### config.mk
export PLATFORM = sky130hd
export DESIGN_NAME = pwm_multi
export DESIGN_NICKNAME = d
export VERILOG_FILES = /design/src/rtl/pwm_multi.sv
export SDC_FILE = /design/constraint.sdc
export NUM_CORES = 1
export LEC_CHECK = 0
export ABC_AREA = 1
export BUFFER_PORTS_ARGS = -buffer_cell sky130_fd_sc_hd__buf_4
export CAP_MARGIN = 20
export CORE_UTILIZATION = 42
export CTS_CLUSTER_DIAMETER = 150
export CTS_CLUSTER_SIZE = 25
export DETAILED_ROUTE_END_ITERATION = 7
export PLACE_DENSITY_LB_ADDON = 0.1
export SLEW_MARGIN = 20
export SYNTH_ARGS = -nofsm -noshare
export SYNTH_HDL_FRONTEND = slang
export SYNTH_SLANG_ARGS = --single-unit
### constraint.sdc
create_clock -name clk -period 2 [get_ports clk]
set_input_delay 0.1 -clock clk [delete_from_list [all_inputs] [get_ports clk]]
set_output_delay 0.1 -clock clk [all_outputs]
set_load 0.01 [all_outputs]
### src/rtl/pwm_multi.sv
// Multi-channel PWM with edge/center-aligned counting.
// New mode/period/duty settings are held in a shadow and applied only at a period wrap.
module pwm_multi #(
   parameter int               CBITS      = 19,
   parameter int               NCH        = 4,
   parameter logic [CBITS-1:0] RST_PERIOD = {CBITS{1'b1}}
) (
   input  logic                 clk,
   input  logic                 rst,
   input  logic                 en,
   input  logic                 mode,
   input  logic [CBITS-1:0]     period,
   input  logic [NCH*CBITS-1:0] duty,
   input  logic                 load,
   output logic [NCH-1:0]       pwm_out,
   output logic                 period_start,
   output logic                 upd_done
);

   logic [CBITS-1:0]     cnt;
   logic [CBITS-1:0]     cnt_nxt;
   logic                 dir;
   logic                 dir_nxt;
   logic [CBITS-1:0]     per_act;
   logic [CBITS-1:0]     per_sh;
   logic                 mode_act;
   logic                 mode_sh;
   logic [NCH*CBITS-1:0] duty_act;
   logic [NCH*CBITS-1:0] duty_sh;
   logic                 pend;
   logic                 wrap;
   logic                 apply;
   logic [NCH-1:0]       cmp;

   // dir = 1 means counting down; only center mode ever sets it
   always_comb begin
      wrap = 1'b0;
      if (per_act == '0)
         wrap = 1'b1;
      else if (!mode_act)
         wrap = (cnt == per_act);
      else
         wrap = (cnt == CBITS'(1)) && dir;
   end

   assign apply = pend && (wrap || !en);

   always_comb begin
      cnt_nxt = '0;
      dir_nxt = 1'b0;
      if (!en || wrap) begin
         cnt_nxt = '0;
         dir_nxt = 1'b0;
      end else if (!mode_act) begin
         cnt_nxt = cnt + CBITS'(1);
      end else if (!dir) begin
         cnt_nxt = cnt + CBITS'(1);
         dir_nxt = (cnt_nxt == per_act);
      end else begin
         cnt_nxt = cnt - CBITS'(1);
         dir_nxt = 1'b1;
      end
   end

   always_comb begin
      cmp = '0;
      for (int i = 0; i < NCH; i++)
         cmp[i] = (cnt < duty_act[i*CBITS +: CBITS]);
   end

   always_ff @(posedge clk) begin
      if (rst) begin
         cnt          <= '0;
         dir          <= 1'b0;
         per_act      <= RST_PERIOD;
         per_sh       <= RST_PERIOD;
         mode_act     <= 1'b0;
         mode_sh      <= 1'b0;
         duty_act     <= '0;
         duty_sh      <= '0;
         pend         <= 1'b0;
         pwm_out      <= '0;
         period_start <= 1'b0;
         upd_done     <= 1'b0;
      end else begin
         cnt          <= cnt_nxt;
         dir          <= dir_nxt;
         pwm_out      <= en ? cmp : '0;
         period_start <= en && (cnt == '0);
         upd_done     <= apply;
         if (apply) begin
            per_act  <= per_sh;
            mode_act <= mode_sh;
            duty_act <= duty_sh;
            pend     <= 1'b0;
         end
         // a load in the apply cycle re-arms pend for the next wrap
         if (load) begin
            per_sh  <= period;
            mode_sh <= mode;
            duty_sh <= duty;
            pend    <= 1'b1;
         end
      end
   end

endmodule

==> impl_metrics.json <==
{
  "status": "complete, no violations",
  "drive_above_1_share_pct": 20.7,
  "via_per_inst": 5.01,
  "yosys_warnings": 0,
  "power_mw": 9.08,
  "rows": 60,
  "overflow": 0,
  "ir_worst_vdd_v": 0.000636,
  "yosys_most_used_dff": "dfxtp_1",
  "critical_path_class": "flop to flop",
  "leakage_nw": 7.30,
  "post-place-ws_ns": -0.207,
  "synth_area_leader_cell": "dfxtp_1",
  "clockPowerShare_pct": 29.2,
  "vias": 11500,
  "synthArstFlopShare_pct": 0,
  "grt_pass1_vias": 10500,
  "worstSetupStartpointType": "flop",
  "r2r-end": "per_act[12]$_SDFFE_PP1P_",
  "setup_slack_ns": 0.00672,
  "switching_share_pct": 27.1,
  "cp_cell_sequence": "buf_4 -> nor4_4 -> nand4_1 -> nand2_1 -> nor2_2 -> nand2_4 -> buf_12 -> nand2_8 -> buf_12 -> nand2_1 -> nand3_2",
  "cts_inserted_buffers": 12,
  "fmax_mhz": 502,
  "ant_nets": 0,
  "dieArea_um2": 28100,
  "hold_violations": 0,
  "gp_congestion": 0.919,
  "cell_internal_pwr_mw": 6.62,
  "start_util_pct": 42.8,
  "ys_seq_area_share_pct": 38.1,
  "clock_sinks": 219,
  "synthTopCellsByCount": "nand2_1, dfxtp_1, inv_1",
  "whs_path_depth": 3,
  "syn_nets": 1814,
  "r2r-start": "per_act[8]$_SDFFE_PP1P_",
  "track_usage_pct": 24.5,
  "postPlaceCellArea_um2": 13300,
  "netlist_area_um2": 11500,
  "finalSetupViolCount": 0,
  "drtIter0Drc": 802,
  "holdWs_ns": 0.0221,
  "yosysUniqueCellTypes": 37,
  "worst_path_max_delay_cell": "dfxtp_2",
  "antenna_found_initial": 0,
  "finalInstanceArea_um2": 15700,
  "ys_ff_latch": 219,
  "remaining_drc_errors": 0,
  "dp_hpwl_mm": 24.1,
  "cp_slowest_stage_delay_ns": 0.36,
  "synthCells": 1638,
  "routed_wl_mm": 35.6,
  "grt_pass1_wl_mm": 55.0,
  "post-route-min-period_ns": 1.99,
  "cts_root_buf": "clkbuf_16",
  "r2r_setup_slack_ns": 0.007,
  "synth_top_area_share_pct": 38.1,
  "timing.setup.tns_ns": 0,
  "synthSimpleGateAreaFrac_pct": 25.8,
  "max_slew_margin_pct": 64.8,
  "reg2reg_depth": 11,
  "p_per_area_nw_per_um2": 577,
  "synth.most_common_cell": "nand2_1",
  "path_max_fanout": 6,
  "combPwrFrac_pct": 18.3,
  "cp.arrival_ns": 2.35,
  "synth_edf_count": 0,
  "path_clk_slew_ns": 0.11,
  "synth_compound_area_share_pct": 14.9,
  "synth_xor_area_share_pct": 1.07,
  "n_antenna_cell": 0,
  "synth_top_family_by_area": "simple AND/OR/NAND/NOR gates",
  "seqPwrFrac_pct": 52.5,
  "syn_avg_cell_area_um2": 7.02,
  "drt_pass1_iterations": 5,
  "io_buffers": 105,
  "path_buf_inv": 3,
  "rsz0062_at_grt": "true",
  "hp-class": "input port to flop",
  "htree_levels": 1,
  "die_w_um": 167,
  "cp_top_family": "simple AND/OR/NAND/NOR gates",
  "crit_path_end_kind": "flop",
  "synthMuxAreaShare_pct": 0,
  "cts.path.max_buffers": 3,
  "worst_skew_pair.late_latency_ns": 0.49,
  "synthTopCellsByArea": "dfxtp_1, nand2_1, a21oi_1",
  "grt_max_degree": 77,
  "coreArea_um2": 26900,
  "worst_clock_skew_ns": 0.0205,
  "period_share_pct": 99.7,
  "min_to": "per_sh[0]$_SDFFE_PP1P_",
  "die_h_um": 167,
  "maxCapViolations": 0,
  "wl_per_cell_um": 15.5,
  "cts_tree": "yes",
  "slew_viol_final": 0,
  "synth_fa_ha_area_share_pct": 8.27,
  "cp_data_required_time_ns": 2.36,
  "syn_to_final_growth_pct": 36.8,
  "worst_pin_slew_ns": 0.528,
  "layout.nets": 2123,
  "switching_power_mw": 2.46,
  "hold_start": "load",
  "ioPinCount": 106
}
[cells in the final DEF (no fill, tap or decap), types with 73 or more instances in the layout]
master,Yosys,final
a21oi_1,207,206
nand2_1,278,249
dlygate4sd3_1,0,115
buf_4,2,235
ha_1,76,73
nor2_1,145,132
o21ai_0,103,102
nand3_1,177,166
inv_1,219,211
dfxtp_1,219,201
[metrics by stage]
| step | cells | util, % |
|---|---|---|
| after global routing | 2289 | 58.5 |
| after detailed placement | 2120 | 49.4 |
| after floorplan | 1638 | - |
| after CTS | 2261 | 55.9 |
| final | 2289 | 58.5 |
| after global placement | 2120 | 49.4 |
[logic make-up after synthesis]
group	count (synthesis)
buffers and inverters	318
XOR/XNOR	14
AO/OA/AOI/OAI	333
adder cells (fa/ha/maj)	76
flip-flops	219
AND/OR/NAND/NOR	678
[metal layers]
metal | GRT usage (%) | vias up | wire, µm
li1 | - | 5980 | -
met4 | 6.34 | 0 | 744
met1 | 33.1 | 5238 | 16600
met2 | 41.8 | 219 | 16900
met3 | 2.48 | 37 | 1280
met5 | 0 | - | 0
[timing repair]
item / in CTS / in global routing
endpoints found under the setup margin: 117 / 118
setup buffers: 10 / 21
pin swaps: 9 / 30
gates cloned: 1 / 7
gates resized for setup: 40 / 110
hold endpoints to repair: 104 / 0
hold buffers: 115 / 0
[how the worst max path moves through the flow]
| stage | start | to | slack [ns] | depth (start not counted) |
|---|---|---|---|---|
| final | per_act[8]$_SDFFE_PP1P_ | per_act[12]$_SDFFE_PP1P_ | 0.007 | 11 |
| after global routing | per_act[8]$_SDFFE_PP1P_ | per_act[12]$_SDFFE_PP1P_ | -0.07 | 11 |
| after CTS | cnt[7]$_SDFF_PP0_ | dir$_SDFF_PP0_ | 0.003 | 13 |
| after detailed placement | per_act[6]$_SDFFE_PP1P_ | duty_act[23]$_SDFFE_PP0P_ | -0.21 | 11 |
| after global placement | cnt[6]$_SDFF_PP0_ | dir$_SDFF_PP0_ | -0.22 | 13 |
| after floorplan | cnt[1]$_SDFF_PP0_ | dir$_SDFF_PP0_ | 0.16 | 13 |
[worst register-to-register path, stage by stage, from the launching register on]
cell and delay (ns):
dfxtp_2 0.36, buf_4 0.15, nor4_4 0.27, nand4_1 0.19, nand2_1 0.15, nor2_2 0.07
nand2_4 0.13, buf_12 0.16, nand2_8 0.08, buf_12 0.17, nand2_1 0.07, nand3_2 0.07
[final cells by class]
cell class | instances | area, µm²
clock buffers | 14 | 329
fillers | 2612 | 11100
flip-flops and latches | 219 | 4420
clock inverters | 1 | 8.76
repair buffers | 389 | 3590
multi-input cells | 1101 | 6100
inverters | 224 | 851
well taps | 341 | 427
[registers in the layout (all words and copies together), names as in the netlist, 4 cells and up]
name	flops
per_sh	19
per_act	19
cnt	19
duty_sh	76
pwm_out	4
duty_act	76
[power groups by stage]
| stage | Clock, mW | Sequential, mW | Combinational (mW) |
|---|---|---|---|
| after global placement | 0 | 4.87 | 1.34 |
| after global routing | 2.88 | 4.80 | 1.87 |
| after detailed placement | 0 | 4.87 | 1.35 |
| final | 2.65 | 4.77 | 1.66 |
| after floorplan | 0 | 4.83 | 0.911 |
| after CTS | 2.78 | 4.77 | 1.55 |
Power figures use the tool's default switching activity.
